$ cat config.mk
export PLATFORM = sky130hd
export DESIGN_NAME = rib_uart_rx
export DESIGN_NICKNAME = d
export VERILOG_FILES = /design/src/rtl/rib_uart_rx.sv
export SDC_FILE = /design/constraint.sdc
export NUM_CORES = 1
export LEC_CHECK = 0
export ABC_AREA = 1
export BUFFER_PORTS_ARGS = -buffer_cell sky130_fd_sc_hd__buf_2
export CORE_MARGIN = 5
export CORE_UTILIZATION = 40
export CTS_BUF_LIST = sky130_fd_sc_hd__clkbuf_8
export DETAILED_ROUTE_END_ITERATION = 7
export PLACE_DENSITY_LB_ADDON = 0.25
export SYNTH_ARGS = -nofsm -noshare
export SYNTH_HDL_FRONTEND = slang
export SYNTH_SLANG_ARGS = --single-unit
$ cat constraint.sdc
create_clock -name clk -period 9.99 [get_ports clk]
set_input_delay 2.997 -clock clk [delete_from_list [all_inputs] [get_ports clk]]
set_output_delay 2.997 -clock clk [all_outputs]
set_load 0.05 [all_outputs]
$ cat src/rtl/rib_uart_rx.sv
// RIB slave UART receiver: 8N1 deserializer feeding a receive FIFO that the CPU
// drains through CTRL/STATUS/BAUD/DATA registers, with a level interrupt.
module rib_uart_rx #(
    parameter int DEFAULT_DIV = 434,
    parameter int FIFO_DEPTH  = 8
) (
    input  logic        clk,
    input  logic        rst,
    input  logic        we_i,
    input  logic [31:0] addr_i,
    input  logic [31:0] data_i,
    output logic [31:0] data_o,
    input  logic        rx_pin,
    output logic        int_o
);
    localparam int PW = (FIFO_DEPTH > 1) ? $clog2(FIFO_DEPTH) : 1;
    localparam int CW = PW + 1;

    typedef enum logic [1:0] {IDLE, START, DATA, STOP} state_t;

    state_t        state;
    logic          rx_m, rx_s;
    logic          rx_en, int_en, overrun, frame_err;
    logic [15:0]   baud, div, cnt;
    logic [2:0]    idx;
    logic [7:0]    shift;
    logic [7:0]    mem [FIFO_DEPTH];
    logic [PW-1:0] wr_ptr, rd_ptr;
    logic [CW-1:0] count;

    logic [3:0] off;
    logic       wr_ctrl, wr_stat, wr_baud, wr_data;
    logic       empty, full, stop_tick, push, fe_set, do_push, do_pop, ov_set;
    logic [31:0] count_ext;
    logic [3:0]  count_sat;
    logic        unused_bits;

    assign off     = addr_i[3:0];
    assign wr_ctrl = we_i && (off == 4'h0);
    assign wr_stat = we_i && (off == 4'h4);
    assign wr_baud = we_i && (off == 4'h8);
    assign wr_data = we_i && (off == 4'hC);
    assign unused_bits = ^{addr_i[31:4], data_i[31:16]};

    assign empty     = (count == '0);
    assign full      = (count == CW'(FIFO_DEPTH));
    assign stop_tick = (state == STOP) && rx_en && (cnt == div - 16'd1);
    assign push      = stop_tick && rx_s;
    assign fe_set    = stop_tick && !rx_s;
    // A simultaneous pop frees the slot, so a push into a full FIFO still lands.
    assign do_pop    = wr_data && !empty;
    assign do_push   = push && (!full || do_pop);
    assign ov_set    = push && full && !do_pop;

    assign count_ext = 32'(count);
    assign count_sat = (count_ext > 32'd15) ? 4'hF : count_ext[3:0];

    always_comb begin
        data_o = '0;
        case (off)
            4'h0: data_o[1:0]  = {int_en, rx_en};
            4'h4: data_o[7:0]  = {count_sat, frame_err, overrun, full, !empty};
            4'h8: data_o[15:0] = baud;
            4'hC: if (!empty) data_o[7:0] = mem[rd_ptr];
            default: data_o = '0;
        endcase
    end

    always_ff @(posedge clk) begin
        if (rst) begin
            rx_m <= 1'b1;
            rx_s <= 1'b1;
        end else begin
            rx_m <= rx_pin;
            rx_s <= rx_m;
        end
    end

    always_ff @(posedge clk) begin
        if (rst) begin
            rx_en     <= 1'b0;
            int_en    <= 1'b0;
            baud      <= 16'(DEFAULT_DIV);
            overrun   <= 1'b0;
            frame_err <= 1'b0;
            int_o     <= 1'b0;
        end else begin
            if (wr_ctrl) {int_en, rx_en} <= data_i[1:0];
            if (wr_baud) baud <= (data_i[15:0] < 16'd16) ? 16'd16 : data_i[15:0];
            // Set events win over a same-cycle write-one-to-clear.
            overrun   <= ov_set | (overrun & ~(wr_stat & data_i[2]));
            frame_err <= fe_set | (frame_err & ~(wr_stat & data_i[3]));
            int_o     <= int_en & (!empty | overrun | frame_err);
        end
    end

    always_ff @(posedge clk) begin
        if (do_push) mem[wr_ptr] <= shift;
    end

    always_ff @(posedge clk) begin
        if (rst) begin
            wr_ptr <= '0;
            rd_ptr <= '0;
            count  <= '0;
        end else begin
            if (do_push) wr_ptr <= wr_ptr + 1'b1;
            if (do_pop)  rd_ptr <= rd_ptr + 1'b1;
            case ({do_push, do_pop})
                2'b10:   count <= count + 1'b1;
                2'b01:   count <= count - 1'b1;
                default: count <= count;
            endcase
        end
    end

    always_ff @(posedge clk) begin
        if (rst) begin
            state <= IDLE;
            div   <= 16'(DEFAULT_DIV);
            cnt   <= '0;
            idx   <= '0;
            shift <= '0;
        end else if (state != IDLE && !rx_en) begin
            state <= IDLE;
        end else begin
            case (state)
                IDLE: begin
                    if (rx_en && !rx_s) begin
                        div   <= baud;
                        cnt   <= '0;
                        state <= START;
                    end
                end
                START: begin
                    if (cnt == (div >> 1) - 16'd1) begin
                        cnt <= '0;
                        idx <= '0;
                        state <= rx_s ? IDLE : DATA;
                    end else begin
                        cnt <= cnt + 16'd1;
                    end
                end
                DATA: begin
                    if (cnt == div - 16'd1) begin
                        shift[idx] <= rx_s;
                        cnt        <= '0;
                        idx        <= idx + 3'd1;
                        if (idx == 3'd7) state <= STOP;
                    end else begin
                        cnt <= cnt + 16'd1;
                    end
                end
                STOP: begin
                    if (cnt == div - 16'd1) state <= IDLE;
                    else cnt <= cnt + 16'd1;
                end
                default: state <= IDLE;
            endcase
        end
    end
endmodule

==> results of run 1 <==
## routing by layer
metal,track usage (%),wire (um)
met1,26.2,9640
met5,0,0
met4,4.71,242
met3,3.30,918
met2,26.1,8200
## layout make-up
type / instances / share of cell area (%)
clock buffers: 17 / 2.72
clock inverters: 15 / 2.17
inverters: 113 / 4.97
multi-input cells: 663 / 41.7
flip-flops and latches: 145 / 41.2
well taps: 265 / 3.85
repair buffers: 52 / 3.37
## sequential cells by signal, summed over array words and instances, names as in the netlist, named ones only
signal     count
mem           64
baud          16
cnt           16
div           16
shift          8
count          4
idx            3
rd_ptr         3
wr_ptr         3
frame_err      1
int_en         1
int_o          1
overrun        1
rx_en          1
rx_m           1
rx_s           1
state          1
## through the flow
stage	total power [mW]	area [um2]	utilization, %
floorplan	0.689	7870	-
global placement	0.700	8190	42.3
detailed placement	0.700	8190	42.3
CTS	1.19	8610	44.5
global route	1.22	8610	44.5
finish	1.18	8610	44.5
## kinds of logic (layout without fill, tap and decap cells)
logic type	count (synthesis)	after routing	share of synthesized area [%]
xor gates and xnor gates	44	44	4.93
buffers and inverters	166	197	9.41
other	1	16	0.0480
DFF	145	145	45.3
muxes	8	8	1.02
adders and majority gates	13	13	2.08
and+or+nand+nor	424	424	25.0
AOI/OAI and AO/OA	158	158	12.2
## worst register-to-register path, delay by kind of cell, from the launching register on
kind                     cells  cell delay [ns]
AND/OR/NAND/NOR              9             1.68
buffers and inverters        2             0.36
flip-flops                   1             0.33
adder cells (fa/ha/maj)      1             0.27
AO/OA/AOI/OAI                1             0.13
## where the power goes
group	internal [mW]	switching, mW
logic	0.0151	0.0513
registers	0.616	0.00404
clock network	0.234	0.255
total	0.865	0.310
## final timing paths
check,to,startpoint,depth (start not counted)
worst max-delay path,data_o[0],addr_i[1],8
worst min-delay path,rx_s,rx_m,1
worst max register to register,mem[5][6],div[1],13
worst min register to register,rx_s,rx_m,1
## cell usage in the layout (no fill, tap or decap), types with 3 or more instances in the layout
cell and n:
mux2i_1 8, nand2_4 3, buf_2 40, ha_1 13, nor3_1 19, clkbuf_8 17, conb_1 16, clkinv_1 3
o211ai_1 17, nand2_2 7, buf_4 12, nand2_1 176, nor2_2 13, nor4_1 5, nand4_1 24, nand4_2 3
inv_1 108, xor2_1 28, xnor2_1 16, nand3_1 48, o21ai_1 4, o32ai_1 8, a21oi_1 51, nand3b_1 3
o21ai_0 49, inv_6 5, nor2_4 6, nor2_1 108, inv_8 4, nor3_2 3, a211oi_1 13, or2_2 3
edfxtp_1 64, o221ai_1 9, dfxtp_1 81
==> impl_results.md, run 1 <==
- Multi-input logic area: 0.00359 mm2
- Post-synth top area cell: edfxtp_1
- Synthesized area per cell: 8.15 um2
- Io pins: a little over 100
- Port bufs: 40
- Worst path bufs/invs: 4
- Antenna violations before repair: 0
- TNS Setup: 0 ns
- Post-synth EDFFs: 64
- Crit-path slowest cell: nor3_1
- Drt wl/cell: between 10 and 15 um
- Worst vdd ir: 0.0701 mV
- CTS Sinks: between 100 and 150
- Crit-path cells: buf_2 > nor2_1 > inv_1 > nor3_1 > inv_1 > a21oi_1 > a221o_1 > buf_2
- Core area: 0.0193 mm2
- Residual DRC: 0
- CTS Hold Buffers Added: 0
- Ys flop type: dfxtp_1
- Final nets: 1073
- Max-cap violations: 0
- Post-synthesis cell count: 959
- HP Class: reg2reg
- Number of global-route vias before repair: between 5000 and 6000
- Post-synth ARST share: 0%
- Number of antenna diodes: 0
- Grt total ovfl: 0
- Top cells by area, synth: edfxtp_1 (25%), dfxtp_1 (21%), nand2_1 (8.5%), inv_1 (5.2%), nor2_1 (5.2%)
- Total CTS buffers: 17
- CP Data Arrival Time: 4.51 ns
- CTS tree: done
- Max Freq: 0.133 GHz
- Clock transition at path regs: 0.08 ns
- Initial core utilization: between 40% and 50%
- Synth top cells by count: nand2_1 (176), inv_1 (108), nor2_1 (108), dfxtp_1 (81), edfxtp_1 (64)
- RSZ-0062 raised after global routing: no
- Seq. cell area: 0.00354 mm2
- H-tree levels: 4
- Synth Cell Area: 0.00781 mm2
- R2R setup slack: 6.93 ns
- HPWL Detailed: approximately 14 mm
- Post-synthesis register bit count: 145
- Worst endpoint required time: 6.99 ns
- DIE AREA: 0.0224 mm2
- Tightest Pin Transition: 1.02 ns
- DRT iter0 DRCs: 483
- Die Wd: 150 um
- Routed vias/inst: 4.94
- Row count: 51
- Area grow syn2layout: 10.1%
- Final Critical Period: 7.51 ns
- LEAKAGE: approximately 3.4 nW
- Layout Cells excl Fill: 1270
- Setup WS pre-CTS: 2.49 ns
- Pin count of the biggest net entering global routing: slightly above 40
- Synth top area share: 24.6%
- Die height: between 100 and 150 um
- Layout cells sized above 1: 12.7%
- Final setup viols: 0
- Vias post-DR: 6277
- CTS Buffer Depth: 2
- CP max stage delay: 0.47 ns
- Max FO, Critical Path: 6
- Routed Antenna Nets: 0
- CP Capture Type: output pin
- Startpoint Class: input pin
- Clk Latency, worst-skew pair: 0.46 ns
- DR pass1 iterations: 7
- Top Family by Delay on Critical Path: buffers and inverters
- CP Class: in2out
- Slew margin rel.: 32.2%
- Max Slew Vio Count: 0
- Tot GR Track Use: 17.5%
- Final WL: 19.0 mm
- Setup ws final: ~2.5 ns
- Setup Buffers After CTS: 0
- Fin Hold WS: 0.420 ns
- Placed Cells incl. Taps: 1238
- PwrDens: 137 mW/mm2
- First-pass GRT wire length: 31.0 mm
- RePlAce Congestion: 0.883
- Final Skew: 0.0158 ns
- Top-count cell post-synth: nand2_1
- Cts repair resizes: 0
- Post-synth cell types: 47
- Synth warn: 0
- Root Buffer: clkbuf_8
- Final hold vios: 0
- Post-route clock period utilization: between 70% and 80%
- Status: completed
- Seq/Total Area, Yosys: 45.3%
- Fillcell total: 1904
Power figures use the tool's default switching activity.
==> inputs of run 2 (changes only) <==
==> constraint.sdc (replaced) <==
create_clock -name clk -period 6.1 [get_ports clk]
set_input_delay 1.83 -clock clk [delete_from_list [all_inputs] [get_ports clk]]
set_output_delay 1.83 -clock clk [all_outputs]
set_load 0.05 [all_outputs]
==> impl_results.md, run 2 (synthesized netlist as in run 1, its figures left out) <==
- CP max stage delay: 0.29 ns (-0.18 ns)
- Layout cells sized above 1: 12.7% (unchanged)
- Final hold vios: 0 (unchanged)
- Worst endpoint required time: 4.27 ns (-2.72 ns)
- Max Freq: 0.192 GHz
- Final Critical Period: roughly 5.2 ns
- Critical Path Sink: data_o[5]
- Largest register by flop count: mem
- Clk Latency, worst-skew pair: 0.45 ns (about the same)
- Final Skew: 0.0126 ns (-0.00320 ns)
- CP Depth: 9 (+1)
- First-pass GRT wire length: 30.4 mm (-1.9%)
- Io pins: 101 (unchanged)
- CP Data Arrival Time: 3.38 ns (-1.13 ns)
- Fin Hold WS: 0.416 ns (-0.00450 ns)
- Number of global-route vias before repair: 5804 (-1.3%)
- Tightest Pin Transition: 1.02 ns (+0.00133 ns)
- Worst path bufs/invs: 4 (unchanged)
- Worst vdd ir: 0.108 mV (+54%)
- Max FFs per register: 64 (unchanged)
- Vias post-DR: 6345 (+1.1%)
- Status: completed
- FF-to-FF path depth: 24 (+11)
- RSZ-0062 raised after global routing: no
- Max-cap violations: 0 (unchanged)
- Top Family by Delay on Critical Path: buffers and inverters
- Die height: 150 um (unchanged)
- CTS Sinks: 145 (unchanged)
- Row count: 51 (unchanged)
- Crit-path slowest cell: buf_2
- Final WL: 18.9 mm (-0.73%)
- Core area: 0.0193 mm2 (unchanged)
- CTS Hold Buffers Added: 0 (unchanged)
- DRT iter0 DRCs: 560 (+16%)
- Startpoint Class: input pin
- Final nets: 1073 (unchanged)
- R2R setup slack: 3.04 ns (-3.89 ns)
- H-tree levels: 4 (unchanged)
- Root Buffer: clkbuf_8
- HPWL Detailed: 13.7 mm (+0.21%)
- Cts repair resizes: 0 (unchanged)
- Die Wd: 150 um (unchanged)
- Grt total ovfl: 0 (unchanged)
- Pin count of the biggest net entering global routing: 40 (-2.4%)
- Number of antenna diodes: 0 (unchanged)
- RR Startpoint: div[1]
- CTS tree: done
- PwrDens: 226 mW/mm2 (+65%)
- Crit-path cells: buf_2 > nor2_1 > inv_1 > nor3_1 > nand2_1 > inv_1 > o211ai_1 > o211ai_1 > buf_2
- Port bufs: 40 (unchanged)
- Max Slew Vio Count: 0 (unchanged)
- Critical path startpoint: addr_i[1]
- DIE AREA: 0.0224 mm2 (unchanged)
- Area grow syn2layout: 10.3%
- CP Capture Type: output pin
- Antenna violations before repair: 0 (unchanged)
- Tot GR Track Use: 17.3% (-0.28 points)
- Routed Antenna Nets: 0 (unchanged)
- CTS Buffer Depth: 2 (unchanged)
- RePlAce Congestion: 0.881 (-0.33%)
- Post-route clock period utilization: 85.3%
- Initial core utilization: 40.4% (unchanged)
- Most frequent cells in the layout: nand2_1 (176), inv_1 (108), nor2_1 (108)
- CP Class: in2out
- Residual DRC: 0 (unchanged)
- Routed vias/inst: 5.00 (+1.1%)
- DR pass1 iterations: 5 (-2)
- TNS Setup: 0 ns (unchanged)
- Drt wl/cell: 14.8 um (-0.73%)
- Setup Buffers After CTS: 0 (unchanged)
- Final setup viols: 0 (unchanged)
- LEAKAGE: 3.36 nW (about the same)
- HP Class: reg2reg
- Clock transition at path regs: 0.08 ns (about the same)
- Slew margin rel.: 32.1% (-0.089 points)
- Reg-to-Reg End: count[2]
- Most common cell after layout, fill and taps aside: nand2_1
- Max FO, Critical Path: 7 (+1)
- Total CTS buffers: 17 (unchanged)
[run 2: changes by cell type in the layout (fill, tap and decap cells not counted), sizes merged]
cell	before	now
clkinvlp	0	2
inv	119	117
bufinv	2	3
clkinv	7	6
[run 2: per-stage QoR]
stage	instance area, um2	setup slack [ns]	util [%]	total power [mW]	cells
2_1_floorplan	7870	0.909	-	1.13	974
3_3_place_gp	8190	0.921	42.3	1.15	1238
3_5_place_dp	8190	0.901	42.3	1.15	1238
4_1_cts	8620	0.897	44.6	1.96	1270
5_1_grt	8620	0.759	44.6	2.02	1270
6_report	8620	0.895	44.6	1.95	1270
[run 2: how the worst min path moves through the flow]
| stage | slack [ns] | end | from | depth (start not counted) |
|---|---|---|---|---|
| finish | 0.42 | rx_s | rx_m | 1 |
| global route | 0.43 | rx_s | rx_m | 1 |
| CTS | 0.42 | rx_s | rx_m | 1 |
| detailed placement | 0.40 | rx_s | rx_m | 1 |
| global placement | 0.39 | rx_s | rx_m | 1 |
| floorplan | 0.39 | rx_s | rx_m | 1 |
[run 2: power by group]
| part | internal (mW) | switching, mW |
|---|---|---|
| sequential | 1.01 | 0.00656 |
| combinational | 0.0247 | 0.0850 |
| clock | 0.419 | 0.403 |
[run 2: final cells by class]
class	count	area (um2)
Fill cell	1948	10700
Sequential cell	145	3540
Inverter	113	428
Timing Repair Buffer	52	290
Clock inverter	15	198
Multi-Input combinational cell	663	3590
Tap cell	265	332
Clock buffer	17	234
[run 2: routing by layer]
metal / vias up / GRT usage (%) / share of wire [%]
met3: 17 / 2.97 / 5.5
li1: 3247 / - / -
met1: 2923 / 25.4 / 50
met2: 158 / 25.9 / 44
met4: 0 / 5.44 / 1.3
met5: - / 0 / 0
==> inputs of run 3 (changes only) <==
--- a/config.mk
+++ b/config.mk
@@ -5,11 +5,10 @@
 export SDC_FILE = /design/constraint.sdc
 export NUM_CORES = 1
 export LEC_CHECK = 0
-export ABC_AREA = 1
 export BUFFER_PORTS_ARGS = -buffer_cell sky130_fd_sc_hd__buf_2
 export CORE_MARGIN = 5
-export CORE_UTILIZATION = 40
-export CTS_BUF_LIST = sky130_fd_sc_hd__clkbuf_8
+export CORE_UTILIZATION = 54
+export CTS_BUF_LIST = sky130_fd_sc_hd__clkbuf_4
 export DETAILED_ROUTE_END_ITERATION = 7
 export PLACE_DENSITY_LB_ADDON = 0.25
 export SYNTH_ARGS = -nofsm -noshare
==> impl_results.md, run 3 <==
- Status: completed
- Setup ws final: 0.926 ns (+0.0309 ns)
- Synth top area share: 25.4% (+0.78 points)
- Tot GR Track Use: 21.3% (+4.0 points)
- DIE AREA: 0.0165 mm2 (-26%)
- Residual DRC: 0 (unchanged)
- CTS Buffer Depth: 2 (unchanged)
- Synth Cell Area: 0.00758 mm2 (-3.1%)
- Max Freq: 0.193 GHz (+0.60%)
- Die Wd: 128 um (-14%)
- Final setup viols: 0 (unchanged)
- Initial core utilization: 54.8% (+14 points)
- Final nets: 856 (-20%)
- Post-synthesis cell count: 759 (-21%)
- Max FFs per register: 64 (unchanged)
- Root Buffer: clkbuf_4
- Synthesized area per cell: 9.98 um2 (+22%)
- CTS Sinks: 145 (unchanged)
- Synth warn: 0 (unchanged)
- PwrDens: 203 mW/mm2 (-10%)
- Routed Antenna Nets: 0 (unchanged)
- Post-synth cell types: 71 (+51%)
- CTS tree: done
- Final Critical Period: 5.17 ns (-0.0309 ns)
- Largest register by flop count: mem
- CP Capture Type: output pin
- Post-route clock period utilization: 84.8% (-0.51 points)
- Clock transition at path regs: 0.13 ns (+0.05 ns)
- First-pass GRT wire length: 27.8 mm (-8.7%)
- Routed vias/inst: 6.00 (+20%)
- Area grow syn2layout: 5.62%
- Core area: 0.0138 mm2 (-28%)
- Hold_sp: rx_m
- Top-count cell post-synth: nand2_1
- R2R setup slack: 1.79 ns (-1.25 ns)
- Fin Hold WS: 0.423 ns (+0.00742 ns)
- RR Startpoint: div[1]
- Max-cap violations: 0 (unchanged)
- Number of antenna diodes: 0 (unchanged)
- Post-synthesis register bit count: 145 (unchanged)
- Ys flop type: dfxtp_1
- Number of global-route vias before repair: 5561 (-4.2%)
- Post-synth ARST share: 0% (unchanged)
- Layout cells sized above 1: 14.8% (+2.1 points)
- Port bufs: 40 (unchanged)
- Row count: 43 (-16%)
- Vias post-DR: 5809 (-8.4%)
- Hold depth: 1 (unchanged)
- RePlAce Congestion: 0.873 (-0.90%)
- Pin count of the biggest net entering global routing: 57 (+43%)
- Drt wl/cell: 17.7 um (+19%)
- End-of-flow core utilization: 57.9% (+13 points)
- Top cells by area, synth: edfxtp_1 (25%), dfxtp_1 (21%), nand2_1 (4.9%), mux4_2 (4.8%), xnor2_1 (3.7%)
- Final WL: 17.2 mm (-9.0%)
- Post-synth EDFFs: 64 (unchanged)
- Final hold vios: 0 (unchanged)
- Max Slew Vio Count: 0 (unchanged)
- DR pass1 iterations: 5 (unchanged)
- TNS Setup: 0 ns (unchanged)
- Setup WS pre-CTS: 0.955 ns (+0.0534 ns)
- HPWL Detailed: 12.0 mm (-12%)
- CP Data Arrival Time: 3.34 ns (-0.04 ns)
- Total CTS buffers: 17 (unchanged)
- Most common cell after layout, fill and taps aside: nand2_1
- Synth top cells by count: nand2_1 (98), dfxtp_1 (81), edfxtp_1 (64), nor2_1 (48), a21oi_1 (42)
- Final Skew: 0.0196 ns (+0.00707 ns)
- Worst endpoint required time: 4.27 ns (about the same)
- Layout Cells excl Fill: 968 (-24%)
- Hold Path End: rx_s
- Antenna violations before repair: 0 (unchanged)
- Reg-to-Reg End: mem[7][5]
- Post-synth top area cell: edfxtp_1
- H-tree levels: 4 (unchanged)
- FF-to-FF path depth: 9 (-63%)
- RSZ-0062 raised after global routing: no
- HP Class: reg2reg
- LEAKAGE: 2.75 nW (-18%)
- Most frequent cells in the layout: nand2_1 (98), dfxtp_1 (81), edfxtp_1 (64)
- Io pins: 101 (unchanged)
- CP Class: in2out
- Clk Latency, worst-skew pair: 0.55 ns (+0.10 ns)
- Tightest Pin Transition: 1.09 ns (+0.0730 ns)
- Max FO, Critical Path: 9 (+2)
- Cts repair resizes: 0 (unchanged)
- CTS Hold Buffers Added: 0 (unchanged)
- Worst vdd ir: 0.0921 mV (-15%)
- Seq/Total Area, Yosys: 46.8% (+1.4 points)
- Grt total ovfl: 0 (unchanged)
- DRT iter0 DRCs: 566 (+1.1%)
- Placed Cells incl. Taps: 936 (-24%)
- Startpoint Class: input pin
- Die height: 128 um (-14%)
- Setup Buffers After CTS: 0 (unchanged)
- Slew margin rel.: 27.3% (-4.8 points)
==> run 3: kinds of logic after synthesis <==
family	share of synthesized area [%]
flip-flops	46.8
buffers and inverters	5.78
AND/OR/NAND/NOR	21.4
other	0.0495
XOR/XNOR	5.55
AO/OA/AOI/OAI	11.1
adder cells (fa/ha/maj)	2.15
multiplexers	7.18
==> run 3: routing by layer <==
metal  wire, um  global-route usage [%]
met5          0                       0
met2       8060                    34.6
met4        393                    7.87
met1       7600                    28.4
met3       1100                    4.23
==> run 3: metrics by stage <==
stage	power, mW	cell area, um2
after floorplan	1.10	7630
after global placement	1.11	7760
after detailed placement	1.11	7760
after CTS	1.64	8000
after global routing	1.69	8000
final	1.63	8000
==> run 3: worst max path at each step <==
stage	depth (start not counted)	slack, ns	start	end
3_5_place_dp	7	0.95	addr_i[1]	data_o[5]
2_1_floorplan	3	0.94	addr_i[1]	data_o[1]
3_3_place_gp	7	1.05	addr_i[1]	data_o[5]
5_1_grt	7	0.81	addr_i[1]	data_o[5]
4_1_cts	7	0.93	addr_i[1]	data_o[5]
6_report	7	0.93	addr_i[1]	data_o[5]
==> run 3: worst max-delay path, stage by stage <==
cell	delay, ns
buf_2	0.10
nor2_1	0.17
nand2_1	0.07
nor2_1	0.47
a22oi_1	0.21
o21ai_0	0.16
buf_2	0.32
==> run 3: report_power, final <==
part / switching (mW) / leakage [nW] / internal, mW
registers: 0.00382 / 1.25 / 1.01
clock network: 0.371 / 0.127 / 0.165
logic: 0.0622 / 1.38 / 0.0183
==> run 3: area by class of cell <==
class,count,area (um2)
Fill cell,1161,5830
Multi-Input combinational cell,545,3660
Sequential cell,145,3540
Timing Repair Buffer,50,275
Tap cell,180,225
Clock buffer,17,128
Clock inverter,15,111
Inverter,16,60.1
